--- src/rtl/oled_iic_writer.sv ---
// Write-only I2C master: sends one {addr, control, data} word per request as START, 3 bytes + ACK slots, STOP.
// Define IIC_ACK_CHECK_EN to sample slave ACKs, end the frame early on a NACK and flag it on ack_err.
module oled_iic_writer #(
  parameter int CLK_FREQ = 50_000_000,
  parameter int IIC_FREQ = 400_000
) (
  input  logic        sys_clk,
  input  logic        sys_rst,
  input  logic        iic_req,
  input  logic [23:0] iic_data,
  output logic        write_done,
  output logic        busy,
  output logic        iic_scl,
  output logic        iic_sda_oe,
  input  logic        iic_sda_i,
  output logic        ack_err
);
  localparam int DIV_RAW = CLK_FREQ / (4 * IIC_FREQ);
  localparam int DIV     = (DIV_RAW < 1) ? 1 : DIV_RAW;
  localparam int DW      = (DIV > 1) ? $clog2(DIV) : 1;

  typedef enum logic [2:0] {S_IDLE, S_START, S_BYTE, S_ACK, S_STOP, S_DONE} state_t;

  state_t        state_q, state_d;
  logic [DW-1:0] div_q, div_d;
  logic [1:0]    qtr_q, qtr_d;
  logic [2:0]    bit_q, bit_d;
  logic [1:0]    byte_q, byte_d;
  logic [23:0]   shift_q, shift_d;
  logic          scl_q, scl_d;
  logic          sda_oe_q, sda_oe_d;
  logic          done_q, done_d;
  logic          busy_q, busy_d;
  logic          err_q, err_d;
  logic          nack_q, nack_d;
  logic          qtr_end;
  logic          frame_end;

`ifndef IIC_ACK_CHECK_EN
  logic unused_sda;
  assign unused_sda = iic_sda_i;
`endif

  always_comb begin
    state_d  = state_q;
    div_d    = div_q;
    qtr_d    = qtr_q;
    bit_d    = bit_q;
    byte_d   = byte_q;
    shift_d  = shift_q;
    busy_d   = busy_q;
    nack_d   = nack_q;
    done_d   = 1'b0;
    err_d    = 1'b0;
    qtr_end  = (div_q == DW'(DIV - 1));
    frame_end = qtr_end && (qtr_q == 2'd3);

    if (state_q != S_IDLE && state_q != S_DONE) begin
      div_d = qtr_end ? '0 : div_q + DW'(1);
      if (qtr_end) qtr_d = qtr_q + 2'd1;
    end

    case (state_q)
      S_IDLE: begin
        if (iic_req) begin
          shift_d = iic_data;
          byte_d  = 2'd0;
          bit_d   = 3'd0;
          nack_d  = 1'b0;
          div_d   = '0;
          qtr_d   = 2'd0;
          busy_d  = 1'b1;
          state_d = S_START;
        end
      end
      S_START: begin
        if (frame_end) begin
          bit_d   = 3'd0;
          state_d = S_BYTE;
        end
      end
      S_BYTE: begin
        if (frame_end) begin
          shift_d = {shift_q[22:0], 1'b0};
          if (bit_q == 3'd7) state_d = S_ACK;
          else bit_d = bit_q + 3'd1;
        end
      end
      S_ACK: begin
`ifdef IIC_ACK_CHECK_EN
        // Sample once, mid-way through SCL high, when the slave's level is stable.
        if (qtr_q == 2'd2 && div_q == '0) nack_d = nack_q | iic_sda_i;
`endif
        if (frame_end) begin
          if (byte_q == 2'd2 || nack_q) begin
            state_d = S_STOP;
          end else begin
            byte_d  = byte_q + 2'd1;
            bit_d   = 3'd0;
            state_d = S_BYTE;
          end
        end
      end
      S_STOP: begin
        if (frame_end) begin
          done_d  = 1'b1;
`ifdef IIC_ACK_CHECK_EN
          err_d   = nack_q;
`endif
          state_d = S_DONE;
        end
      end
      default: begin
        busy_d  = 1'b0;
        state_d = S_IDLE;
      end
    endcase

    // Bus levels follow the state/quarter being entered so the pins are registered.
    scl_d    = 1'b1;
    sda_oe_d = 1'b0;
    case (state_d)
      S_START: begin
        scl_d    = (qtr_d != 2'd3);
        sda_oe_d = (qtr_d != 2'd0);
      end
      S_BYTE: begin
        scl_d    = (qtr_d == 2'd1) || (qtr_d == 2'd2);
        sda_oe_d = ~shift_d[23];
      end
      S_ACK: begin
        scl_d    = (qtr_d == 2'd1) || (qtr_d == 2'd2);
        sda_oe_d = 1'b0;
      end
      S_STOP: begin
        scl_d    = (qtr_d != 2'd0);
        sda_oe_d = (qtr_d == 2'd0) || (qtr_d == 2'd1);
      end
      default: begin
        scl_d    = 1'b1;
        sda_oe_d = 1'b0;
      end
    endcase
  end

  always_ff @(posedge sys_clk) begin
    if (sys_rst) begin
      state_q  <= S_IDLE;
      div_q    <= '0;
      qtr_q    <= 2'd0;
      bit_q    <= 3'd0;
      byte_q   <= 2'd0;
      shift_q  <= 24'd0;
      scl_q    <= 1'b1;
      sda_oe_q <= 1'b0;
      done_q   <= 1'b0;
      busy_q   <= 1'b0;
      err_q    <= 1'b0;
      nack_q   <= 1'b0;
    end else begin
      state_q  <= state_d;
      div_q    <= div_d;
      qtr_q    <= qtr_d;
      bit_q    <= bit_d;
      byte_q   <= byte_d;
      shift_q  <= shift_d;
      scl_q    <= scl_d;
      sda_oe_q <= sda_oe_d;
      done_q   <= done_d;
      busy_q   <= busy_d;
      err_q    <= err_d;
      nack_q   <= nack_d;
    end
  end

  assign write_done = done_q;
  assign busy       = busy_q;
  assign iic_scl    = scl_q;
  assign iic_sda_oe = sda_oe_q;
  assign ack_err    = err_q;
endmodule

--- config.mk ---
export PLATFORM = sky130hd
export DESIGN_NAME = oled_iic_writer
export DESIGN_NICKNAME = d
export VERILOG_FILES = /design/src/rtl/oled_iic_writer.sv
export SDC_FILE = /design/constraint.sdc
export NUM_CORES = 1
export LEC_CHECK = 0
export CAP_MARGIN = 40
export CORE_ASPECT_RATIO = 1.2
export CORE_MARGIN = 1.5
export CORE_UTILIZATION = 52
export DETAILED_ROUTE_END_ITERATION = 7
export MAX_ROUTING_LAYER = met4
export PLACE_DENSITY = 0.78
export SKIP_LAST_GASP = 1
export SYNTH_ARGS = -nofsm -noshare
export SYNTH_HDL_FRONTEND = slang
export SYNTH_SLANG_ARGS = --single-unit
--- constraint.sdc ---
create_clock -name sys_clk -period 3.24 [get_ports sys_clk]
set_input_delay 0.324 -clock sys_clk [delete_from_list [all_inputs] [get_ports sys_clk]]
set_output_delay 0.324 -clock sys_clk [all_outputs]
set_load 0.005 [all_outputs]
# Word level (Yosys, flattened, before mapping)
# Index checks and enable logic that the tools add are counted.
# word_totals
input_bits	28
register_bits	43
out_inout_bits	5
word_cells	93
# op_classes
bitwise	3
muxes	35
addsub	4
n_eq_ne	22
reduce_logical	18
# op_table
op	n
2-to-1 mux 24 bit	2
one-hot mux 24 bit (2 select lines)	1
2-to-1 mux 3 bit	13
2-to-1 mux 5 bit	4
one-hot mux 3 bit (5 select lines)	1
2-to-1 mux 2 bit	7
!= test 2 bit (second input constant)	7
== test 3 x 2 -> 1 bit (second input constant)	4
one-hot mux 3 bit (4 select lines)	1
== test 3 bit (second input constant)	3
AND reduction 7 bit	1
== test 2 bit (second input constant)	3
== test 3 x 1 -> 1 bit (second input constant)	2
one-hot mux 1 bit (3 select lines)	2
nonzero test 2 bit	3
adder 5 x 1 -> 5 bit (second input constant)	1
== test 5 bit (second input constant)	1
adder 2 x 1 -> 2 bit (second input constant)	2
one-hot mux 2 bit (2 select lines)	1
AND reduction 4 bit	1
nonzero test 4 bit	1
OR reduction 2 bit	2
OR reduction 4 bit	1
adder 3 x 1 -> 3 bit (second input constant)	1
12 further kinds	17

# Logic depth before layout (Yosys ltp)
# depth
depth_word	8
mapped_depth	12
mapped_depth_nobuf	12

# Worst setup path before layout
# No wires, ideal clock.
# synth_timing
kind	register -> register
startpoint	reg state_q[2]
endpoint	reg scl_q, in the netlist iic_scl
period_less_slack_ps	2394
arrival_ps	2260
path_stages_with_launch	9
path_slack_ps	846
setup_time_ps	134
path_buffers	2
required_time_ps	3106
cell_sequence	dfxtp_1 nor4b_1 clkbuf_1 buf_2 nor2_1 inv_1 ha_1 nor4bb_1 or4_1
# synth_via
elab_chain_cells	8
word_cells_on_any_way	29
cone_classes	eq/ne (12); mux (11); reduce/logical (6)
# synth_lines
item	line	rtl
start: declaration	24	state_t state_q, state_d;
start signal: assignment	161	state_q <= state_d;
!= test 3 bit or nonzero test 3 bit (tied branches)	58	if (state_q != S_IDLE && state_q != S_DONE) begin
logical AND 1 bit	58	
2-to-1 mux 2 bit	58	
2-to-1 mux 2 bit	65	if (iic_req) begin
2-to-1 mux 2 bit *	63	case (state_q)
net qtr_d[1]	26	logic [1:0] qtr_q, qtr_d;
== test 2 x 1 -> 1 bit or == test 2 bit (tied branches)	128, 132	
logical OR 1 bit	128, 132	
one-hot mux 1 bit (3 select lines) *	122	case (state_d)
end signal: assignment	167	scl_q <= scl_d;
end: declaration	30	logic scl_q, scl_d;
# The timed path passes the listed nets; every way through them passes the cells marked *.
# A chain may end at the register's enable or synchronous reset.

# Worst setup path in the final report
# layout_timing
startpoint	reg state_q[2]
endpoint	reg scl_q, in the netlist iic_scl
# layout_via
elab_chain_cells	8
word_cells_on_any_way	29
cone_classes	eq/ne (12); mux (11); reduce/logical (6)
# layout_lines
item	line
!= test 3 bit or nonzero test 3 bit (tied branches)	58
logical AND 1 bit	58
2-to-1 mux 2 bit	58
2-to-1 mux 2 bit	65
2-to-1 mux 2 bit	63
== test 2 x 1 -> 1 bit or == test 2 bit (tied branches)	128, 132
logical OR 1 bit	128, 132
one-hot mux 1 bit (3 select lines) *	122
# Every way passes the cells marked *; elsewhere a longest branch is shown, timed or not.

==> flow_summary.toml <==
[clock_network]
root_buffer = "clkbuf_8"
ctsHoldBuffers = 0
cts_tree = "built"
cts_htree_levels = 2
clk_latency_ns = 0.29
clk_pin_slew_ns = 0.08
cts_inserted_buffers = 5
postCtsSetupRepairBufs = 0
cts.sinks = 43
cts_resized = 0
clk_path_buf_depth = 2

[placement]
place_congestion = 0.891
place_ws_ns = 0.685
hpwl_um = 2810
port_buffers = 30
dpl_cell_area_um2 = 2380

[synthesis]
synthesis.area_um2 = 2030
ys_seq_area_share_pct = 42.5
synth_seq_cells = 43
synth_edf_count = 0
synth_largest_area_cell = "dfxtp_1"
synth_cells = 237
synthArstFlopShare_pct = 0
synthTopCellsByArea = "dfxtp_1 (42%), a22oi_1 (8.5%), a21oi_1 (6.4%), ha_1 (5.6%), nand2_1 (5.4%)"
synth_ff_type = "dfxtp_1"
syn_nets = 274
synth_cell_types = 43
synth_top_cell_area_share_pct = 42.5
syn_area_per_cell_um2 = 8.55
ys_warn_count = 0

[grt]
antenna_found_initial = 0
overflow = 0
grt_pass1_vias = 1706
grt_max_degree = 26
grt_usage_pct = 21.9
grt_pass1_wl_um = 7070

[floorplan]
start_util_pct = 54.8
pin_count = 33
die_h_um = 71.4
core-area_um2 = 3690
num_rows = 24
die_area_um2 = 4280
die_x_um = 60.0

[layout]
nets = 300
syn_to_final_growth_pct = 21.7
drive_gt1_share_pct = 7.98
diodes = 0
fin_area_um2 = 2470
multi_input_area_um2 = 1070
ff_latch_area_um2 = 861
num-fill-cells = 312

[power_and_ir_drop]
power_density_nw_per_um2 = 420
p_switching_uw = 251
power_leakage_uw = 0.000902
vdd_ir_drop_max_mv = 0.333
power_frac_seq_pct = 54.4
p_int_uw = 785
clockPowerShare_pct = 33.4
p_sw_share_pct = 24.2
comb_power_share_pct = 12.2

[sta]
fin_worst_skew_ns = 0.00493
fin_crit_ns = 2.58
slew_headroom_pct = 44.7
finalCritPeriodShare_pct = 79.5
fin_setup_tns_ns = 0
worst_pin_slew_ns = 0.827
clock.fmax_mhz = 388
drv_slew = 0
hold_viol_final = 0
rsz0062_at_grt = "no"
fin_ws_ns = 0.664
setup_violations = 0

[worst_hold_path]
hold_class = "flop to flop"

[setup_path]
cp_num_buf_inv = 0
slowest_stage = "dfxtp_1"
cpPeakStageDelay_ns = 0.66
crit_arrival_ns = 2.75
cp_max_fo = 16
worstSetupEndpointType = "flop"
crit_path_start_kind = "flop"
crit_type = "flop to flop"
cp.required_ns = 3.41
crit_family = "simple AND/OR/NAND/NOR gates"
cp_cell_sequence = "xnor2_1 -> a21o_1 -> xor2_1 -> or2_1 -> ha_1 -> nor4bb_1 -> or4_1"

[detailed_routing]
num_vias = 1753
routed_wl_um = 4190
ant_nets = 0
drtIter0Drc = 97
dr.pass1.iters = 4
route.detailed.drc = 0
post_drt_wl_per_cell_um = 13.3
vias_per_cell = 5.57

[job]
maxCapViolations = 0

[status]
status = "completed"
registers in the layout (all words and copies together) (netlist names):
| name | flops |
|---|---|
| busy | 1 |
| shift_q | 24 |
| div_q | 5 |
| write_done | 1 |
| iic_scl | 1 |
| bit_q | 3 |
| state_q | 3 |
| byte_q | 2 |
| iic_sda_oe | 1 |
| qtr_q | 2 |
routing by layer:
layer / part of all wire (%) / GRT usage, % / vias up
li1: - / - / 897
met3: 4.1 / 5.05 / 6
met1: 46 / 26.0 / 812
met4: 1.5 / 8.89 / 0
met5: 0 / - / -
met2: 48 / 35.3 / 38
cells by family (layout without fill, tap and decap cells):
| family | Yosys count | after routing | synth area share, % |
|---|---|---|---|
| other | 1 | 1 | 0.185 |
| buffers and inverters | 25 | 51 | 5.37 |
| AOI/OAI and AO/OA | 69 | 69 | 22.2 |
| xor gates and xnor gates | 6 | 6 | 2.59 |
| adders and majority gates | 9 | 9 | 5.56 |
| DFF | 43 | 43 | 42.5 |
| and+or+nand+nor | 81 | 81 | 20.1 |
| muxes | 3 | 3 | 1.48 |
tightest hold or removal path, cell delays in order, from the launching register on:
cell,delay [ns]
dfxtp_1,0.31
nand2_1,0.05
a21oi_1,0.05
cells in the final DEF (no fill, tap or decap), types with 4 or more instances in the layout:
cell and count:
inv_1 6, ha_1 9, a31oi_1 4, dfxtp_1 43, clkbuf_8 6, a22oi_1 23
clkdlybuf4s50_1 30, nor3_1 4, nand2_1 29, nor2_1 21, buf_4 5, a21oi_1 26
xor2_1 4
final timing paths:
path,cells after the start,endpoint,start,slack [ns]
setup reg to reg,7,iic_scl$_SDFF_PP1_,state_q[2]$_SDFF_PP0_,0.66
setup / recovery,7,iic_scl$_SDFF_PP1_,state_q[2]$_SDFF_PP0_,0.66
hold / removal,2,shift_q[8]$_SDFFE_PP0P_,shift_q[8]$_SDFFE_PP0P_,0.46
hold reg to reg,2,shift_q[8]$_SDFFE_PP0P_,shift_q[8]$_SDFFE_PP0P_,0.46
cell usage after synthesis (4+ instances only):
library cell  count
nor2_1           21
buf_2             6
ha_1              9
clkbuf_1          9
nor3_1            5
inv_1             6
a21oi_1          26
a31oi_1           5
dfxtp_1          43
a22oi_1          23
nand2_1          29
xor2_1            4
power groups by stage:
stage	clock, µW	combinational (µW)	sequential, µW
global route	372	142	567
global placement	0	123	575
detailed placement	0	127	576
finish	345	126	564
CTS	352	127	564
floorplan	0	72.8	573
cell type report:
| cell class | instances | share of cell area (%) |
|---|---|---|
| inverter | 8 | 1.22 |
| clock inverter | 1 | 0.203 |
| sequential | 43 | 34.9 |
| tap | 52 | 2.64 |
| timing repair buffer | 36 | 14.2 |
| multi-input combinational | 169 | 43.5 |
| clock buffer | 6 | 3.35 |
stage by stage:
stage                     utilization, %  std cells  hold slack, ns  total power, µW
after floorplan                        -        237           0.416              645
after global placement              64.1        307           0.442              699
after detailed placement            64.4        308           0.448              703
after CTS                           66.8        315           0.458             1040
after global routing                66.8        315           0.481             1080
final                               66.8        315           0.457             1040
Power figures use the tool's default switching activity.
